[config.mk]
export PLATFORM = sky130hd
export DESIGN_NAME = pipeline_hazard_ctrl
export DESIGN_NICKNAME = d
export VERILOG_FILES = /design/src/rtl/pipeline_hazard_ctrl.sv
export SDC_FILE = /design/constraint.sdc
export NUM_CORES = 1
export LEC_CHECK = 0
export CORE_UTILIZATION = 32
export CTS_BUF_LIST = sky130_fd_sc_hd__clkbuf_8 sky130_fd_sc_hd__clkbuf_16
export CTS_CLUSTER_SIZE = 28
export DETAILED_ROUTE_END_ITERATION = 6
export GPL_ROUTABILITY_DRIVEN = 0
export PLACE_DENSITY = 0.8
export SYNTH_ARGS = -nofsm -noshare
export SYNTH_HDL_FRONTEND = slang
export SYNTH_SLANG_ARGS = --single-unit
[constraint.sdc]
create_clock -name Clk -period 2.17 [get_ports Clk]
set_input_delay 0.434 -clock Clk [delete_from_list [all_inputs] [get_ports Clk]]
set_output_delay 0.434 -clock Clk [all_outputs]
set_load 0.05 [all_outputs]
[src/rtl/pipeline_hazard_ctrl.sv]
// Pipeline hazard controller: branch flush, multi-cycle EX stall and load-use stall.
// Optional statistics counters enabled by defining HAZARD_STATS_EN.
module pipeline_hazard_ctrl #(
   parameter int unsigned MC_LAT = 4
) (
   input  logic        Clk,
   input  logic        Rst,
   input  logic [4:0]  d_rs,
   input  logic [4:0]  d_rt,
   input  logic        d_uses_rt,
   input  logic        x_memread,
   input  logic [4:0]  x_rd,
   input  logic        x_branch_taken,
   input  logic        x_mc_start,
   output logic        pc_write,
   output logic        fd_write,
   output logic        fd_deactivate,
   output logic        dx_write,
   output logic        dx_deactivate,
   output logic        xm_deactivate,
   output logic [15:0] stall_cycles,
   output logic [15:0] flush_events
);

   typedef enum logic {RUN, BUSY} state_t;

   localparam logic [3:0] CNT_LOAD = 4'(MC_LAT - 1);

   state_t     state_q, state_d;
   logic [3:0] cnt_q, cnt_d;
   logic       load_use;

   assign load_use = x_memread && (x_rd != 5'd0) &&
                     ((x_rd == d_rs) || (d_uses_rt && (x_rd == d_rt)));

   // NOTE: non-blocking assignments in clocked blocks so every flop samples pre-edge values.
   always_ff @(posedge Clk or posedge Rst) begin
      if (Rst) begin
         state_q <= RUN;
         cnt_q   <= 4'd0;
      end else begin
         state_q <= state_d;
         cnt_q   <= cnt_d;
      end
   end

   // NOTE: every output and next-state signal gets a default first so no path infers a latch.
   always_comb begin
      state_d       = state_q;
      cnt_d         = cnt_q;
      pc_write      = 1'b1;
      fd_write      = 1'b1;
      fd_deactivate = 1'b0;
      dx_write      = 1'b1;
      dx_deactivate = 1'b0;
      xm_deactivate = 1'b0;

      if (Rst) begin
         pc_write      = 1'b0;
         fd_write      = 1'b0;
         dx_write      = 1'b0;
         fd_deactivate = 1'b1;
         dx_deactivate = 1'b1;
         xm_deactivate = 1'b1;
      end else begin
         unique case (state_q)
            RUN: begin
               if (x_branch_taken) begin
                  fd_deactivate = 1'b1;
                  dx_deactivate = 1'b1;
               end else if (x_mc_start) begin
                  pc_write      = 1'b0;
                  fd_write      = 1'b0;
                  dx_write      = 1'b0;
                  xm_deactivate = 1'b1;
                  state_d       = BUSY;
                  cnt_d         = CNT_LOAD;
               end else if (load_use) begin
                  pc_write      = 1'b0;
                  fd_write      = 1'b0;
                  dx_deactivate = 1'b1;
               end
            end
            BUSY: begin
               // The final occupancy cycle releases the pipeline; starts seen here are ignored.
               if (cnt_q > 4'd1) begin
                  pc_write      = 1'b0;
                  fd_write      = 1'b0;
                  dx_write      = 1'b0;
                  xm_deactivate = 1'b1;
                  cnt_d         = cnt_q - 4'd1;
               end else begin
                  state_d = RUN;
                  cnt_d   = 4'd0;
               end
            end
            default: begin
               state_d = RUN;
               cnt_d   = 4'd0;
            end
         endcase
      end
   end

`ifdef HAZARD_STATS_EN
   logic [15:0] stall_q, flush_q;

   always_ff @(posedge Clk or posedge Rst) begin
      if (Rst) begin
         stall_q <= 16'd0;
         flush_q <= 16'd0;
      end else begin
         if (!pc_write && (stall_q != 16'hFFFF))
            stall_q <= stall_q + 16'd1;
         if ((state_q == RUN) && x_branch_taken && (flush_q != 16'hFFFF))
            flush_q <= flush_q + 16'd1;
      end
   end

   assign stall_cycles = stall_q;
   assign flush_events = flush_q;
`else
   assign stall_cycles = 16'd0;
   assign flush_events = 16'd0;
`endif

endmodule

Word level (Yosys, flattened, before mapping)
Index checks and enable logic that the tools add are counted.
Widths: inputs -> output; s select.
- memory bits (writable): 0
- flip-flop bits (word level): 5
- memories: 0
- latch bits: 0
- logic and storage cells: 43
- ROM bits: 0
- bits of input ports: 21
- eq/ne operators: 4
- shift-type cells: 0
- bitwise operators: 2
- divide/modulo/power cells: 0
- reduce and logical (&&, ||, !) cells: 6
- add/sub/neg operators: 1
- muxes and demuxes: 27
- order comparisons: 1
- multipliers: 0
- operators by type and width (cell ; number):
    $mux 1 ; 20
    $mux 4 ; 3
    $eq 5x5->1 ; 2
    $pmux 4 s2 ; 1
    $pmux 1 s2 ; 3
    $reduce_bool 5->1 ; 1
    $gt 4x1->1 const B ; 1
    $ne 2x2->1 const B ; 2
    $sub 4x1->4 const B ; 1
    $logic_and 1x1->1 ; 3
    $reduce_and 3->1 ; 1
    $not 1->1 ; 2
    $logic_or 1x1->1 ; 1

Logic depth before layout (Yosys ltp)
- depth in word-level cells: 9
- depth in mapped cells: 7

Least setup slack after synthesis
OpenSTA, ideal clock, no wires.
- path type: register to output
- start: register cnt_q[0]
- end: output pc_write
- stages on the path, launching flop included: 8
- required time: 1736 ps
- arrival: 2687 ps
- path slack: -951 ps
- path buffers: 1
- cell sequence: dfrtp_1 inv_1 ha_1 nor2_1 o31a_1 a211oi_2 o41a_1 buf_4
- word-level cells in the longest chain between the ends: 4
- RTL lines (element ; line ; RTL):
    from (decl) ; 30 ; logic [3:0] cnt_q, cnt_d;
    from (signal assigned) ; 43 ; cnt_q <= cnt_d;
    $gt 4x1->1 ; 86 ; if (cnt_q > 4'd1) begin
    $mux 1 ; -- ;
    $pmux 1 s2 ; -- ;
    $mux 1 ; -- ;
    to (decl) ; 15 ; output logic pc_write,
Every way passes these cells.

Worst setup path in the final report
- start: register cnt_q[1]
- end: output fd_write
- word-level cells in the longest chain between the ends: 4
- RTL lines (element ; line ; RTL):
    $gt 4x1->1 ; 86 ;
    $mux 1 ; 86 ;
    $pmux 1 s2 ; 66 ; unique case (state_q)
    $mux 1 ; 58 ; if (Rst) begin
    to (decl) ; 16 ; output logic fd_write,
Every way passes these cells.

==> run_summary.xml <==
<?xml version="1.0" encoding="UTF-8"?>
<metrics>
  <group name="run_status">
    <metric name="outcome" unit="">complete, but fails checks</metric>
    <metric name="violations" unit="">negative setup slack</metric>
  </group>
  <group name="worst_setup_path">
    <metric name="arrival" unit="ns">1.81</metric>
    <metric name="largest_delay_share_family_worst_path" unit="">compound AO/OA/AOI/OAI gates</metric>
    <metric name="cp_data_required_time" unit="ns">1.74</metric>
    <metric name="slowest_delay" unit="ns">0.38</metric>
    <metric name="timing.setup.critical_path_class" unit="">register to primary output</metric>
    <metric name="crit_path_max_fanout" unit="">3</metric>
    <metric name="cells_along_the_critical_path" unit="">inv_1, ha_2, nor2_4, o31a_1, a211oi_4, o41a_4, buf_12</metric>
    <metric name="timing.critical_path.to_type" unit="">primary output</metric>
    <metric name="cp.buffers_inverters" unit="">2</metric>
    <metric name="critical_path.slowest_cell" unit="">dfrtp_1</metric>
    <metric name="worst_setup_path_start_kind" unit="">register</metric>
  </group>
  <group name="synth">
    <metric name="syn_avg_cell_area" unit="sq um">8.204</metric>
    <metric name="synth_largest_type_area_fraction" unit="%">35.36</metric>
    <metric name="post-synth-top-area-cell" unit="">buf_4</metric>
    <metric name="synth.cell_area" unit="sq um">721.9</metric>
    <metric name="netlist-cell-type-count" unit="">24</metric>
    <metric name="synth_warnings" unit="">0</metric>
    <metric name="synth.top_cells.by_count" unit="">buf_4, xor2_1, inv_1, dfrtp_1, nor2_1</metric>
    <metric name="synth-seq-cells" unit="">5</metric>
    <metric name="ys_top_cells_by_area" unit="">buf_4, dfrtp_1, xor2_1</metric>
    <metric name="async_flop_share" unit="%">100.0</metric>
    <metric name="synth.most_common_cell" unit="">buf_4</metric>
    <metric name="synth_seq_area_share" unit="%">17.33</metric>
    <metric name="edff_count_synth" unit="">0</metric>
    <metric name="ys.flop_type" unit="">dfrtp_1</metric>
    <metric name="syn-instance-count" unit="">88</metric>
  </group>
  <group name="grt">
    <metric name="grt_util_all_layers" unit="%">15.84</metric>
    <metric name="antenna_found_initial" unit="">0</metric>
    <metric name="number_of_global_route_vias_before_repair" unit="">680</metric>
    <metric name="overflow" unit="">0</metric>
    <metric name="pin_count_of_the_biggest_net_entering_global_routing" unit="">9</metric>
    <metric name="grt_first_pass_wirelength" unit="um">2822</metric>
  </group>
  <group name="drt">
    <metric name="routedWlPerCell" unit="um">11.34</metric>
    <metric name="aggregate_routed_wire_length" unit="um">1791</metric>
    <metric name="via_count" unit="">671</metric>
    <metric name="route.detailed.drc" unit="">0</metric>
    <metric name="drt_iter0_markers" unit="">6</metric>
    <metric name="antenna_violating_nets_post_route" unit="">0</metric>
    <metric name="post_drt_via_cell_ratio" unit="">4.247</metric>
    <metric name="drtPass1Iterations" unit="">4</metric>
  </group>
  <group name="cts">
    <metric name="clk-insertion-delay-late" unit="ns">0.22</metric>
    <metric name="clockRootBuffer" unit="">clkbuf_8</metric>
    <metric name="ctsHtreeMaxLevel" unit="">1</metric>
    <metric name="cts_buffers" unit="">3</metric>
    <metric name="clock_tree.buffer_depth" unit="">2</metric>
    <metric name="cts_tree" unit="">done</metric>
    <metric name="cts_hold_buf" unit="">0</metric>
    <metric name="post_cts_clock_slew_at_the_launch_and_capture_registers_of_the_worst_setup_and_hold_paths" unit="ns">0.03</metric>
    <metric name="cts_sinks" unit="">5</metric>
  </group>
  <group name="floorplan">
    <metric name="die_height" unit="um">49.50</metric>
    <metric name="top_level_ports" unit="">59</metric>
    <metric name="row_count" unit="">16</metric>
    <metric name="die-width" unit="um">49.50</metric>
    <metric name="initial_core_util" unit="%">35.36</metric>
    <metric name="die_area" unit="sq um">2450</metric>
    <metric name="core_area" unit="sq um">2042</metric>
  </group>
  <group name="power">
    <metric name="power_leakage" unit="nW">0.5483</metric>
    <metric name="worst_ir_drop_vdd" unit="uV">764.5</metric>
    <metric name="power-per-cell-area" unit="nW/um^2">1148</metric>
  </group>
  <group name="placed_design">
    <metric name="buffer_ports.inserted" unit="">26</metric>
    <metric name="detailedPlacementHpwl" unit="um">1392</metric>
    <metric name="detailedPlace.worstSlack" unit="ns">-0.4358</metric>
    <metric name="placement.cell_area" unit="sq um">1011</metric>
  </group>
  <group name="layout">
    <metric name="number_of_diodes_added_for_antenna_fixing" unit="">0</metric>
    <metric name="postLayoutCellArea" unit="sq um">1107</metric>
    <metric name="num-nets-final" unit="">155</metric>
    <metric name="area_delta_synth_final" unit="%">53.38</metric>
    <metric name="final_layout_size_suffix_gt1_share" unit="%">29.01</metric>
    <metric name="post-route-util" unit="%">54.23</metric>
  </group>
  <group name="sta">
    <metric name="post-route-worst-setup-slack" unit="ns">-0.07445</metric>
    <metric name="setup_viol" unit="">4</metric>
    <metric name="setup_tns" unit="ns">-0.2513</metric>
    <metric name="clock.fmax" unit="GHz">0.4455</metric>
    <metric name="final_max_slew_viol_count" unit="">0</metric>
    <metric name="setup_repair_after_global_routing_missed_its_margin" unit="">yes</metric>
    <metric name="hold_viol_final" unit="">0</metric>
    <metric name="minimum_clock_period" unit="ns">2.244</metric>
    <metric name="clock_skew" unit="ns">0.0003113</metric>
    <metric name="min_period_over_period" unit="%">103.4</metric>
    <metric name="holdWs" unit="ns">0.6197</metric>
  </group>
  <group name="flow_run">
    <metric name="timing.max_cap.violations" unit="">0</metric>
  </group>
  <group name="hold_path">
    <metric name="min_path_type" unit="">input pin to asynchronous set/reset pin</metric>
  </group>
</metrics>
-- layer usage --
layer | routed length (um) | part of all wire, % | GRT usage (%) | vias to the layer above
met5 | 0 | 0 | 0 | -
met4 | 55 | 3.1 | 13.33 | 0
met3 | 148 | 8.3 | 2.469 | 6
met2 | 1002 | 56 | 30.59 | 45
met1 | 584 | 33 | 14.07 | 307
li1 | - | - | - | 313
-- final cells by class --
cell class | instances | area, sq um
fill | 199 | 934.6
multi-input combinational | 74 | 491.7
timing repair buffer | 42 | 389.1
sequential | 5 | 125.1
clock buffer | 3 | 41.29
tap | 27 | 33.78
inverter | 6 | 22.52
clock inverter | 1 | 3.754
-- registers in the layout, indices dropped and copies added (netlist names) --
signal,count
state_q,1
cnt_q,4
-- worst paths after layout --
check / startpoint / to / slack (ns) / cells after the start
max in group asynchronous: Rst / cnt_q[3] / 1.36 / 2
max reg2reg: cnt_q[1] / state_q / 0.55 / 8
max: cnt_q[1] / fd_write / -0.07 / 7
min in group Clk: cnt_q[2] / cnt_q[2] / 0.62 / 1
min: Rst / cnt_q[1] / 0.62 / 2
min reg2reg: cnt_q[2] / cnt_q[2] / 0.62 / 1
-- timing repair --
action,CTS,global route
gates cloned,0,0
buffers inserted,4,3
gates resized for setup,37,3
pin swaps,12,0
setup endpoints to repair,5,5
-- through the flow --
step	power, mW	std cells
after detailed placement	0.9803	148
after floorplan	0.7868	119
after global placement	0.9554	148
after CTS	1.206	156
after global routing	1.350	158
final	1.272	158
-- cell families after synthesis --
logic type / share of synthesized area [%]
compound gates: 18.89
xor+xnor: 12.13
fa+ha+maj: 3.466
buf+inv: 38.47
flops: 17.33
other cells: 0.5194
simple gates: 9.184
-- layout by cell type, fill, tap and decap left out, types with 3 or more instances in the layout --
master,count
inv_1,7
dfrtp_1,5
buf_12,3
nor3_1,3
conb_1,32
buf_6,4
nor2_1,3
buf_4,15
xor2_1,8
clkbuf_8,3
buf_2,4
dlygate4sd2_1,8
clkdlybuf4s50_1,5
-- power breakdown --
group	switching [mW]	internal [mW]	leakage (nW)	total, mW
Clock	0.0452	0.121	0.0269	0.166
Sequential	0.0545	0.135	0.0612	0.189
Combinational	0.526	0.390	0.460	0.916
Note: power is estimated with default switching activity, not from simulation.
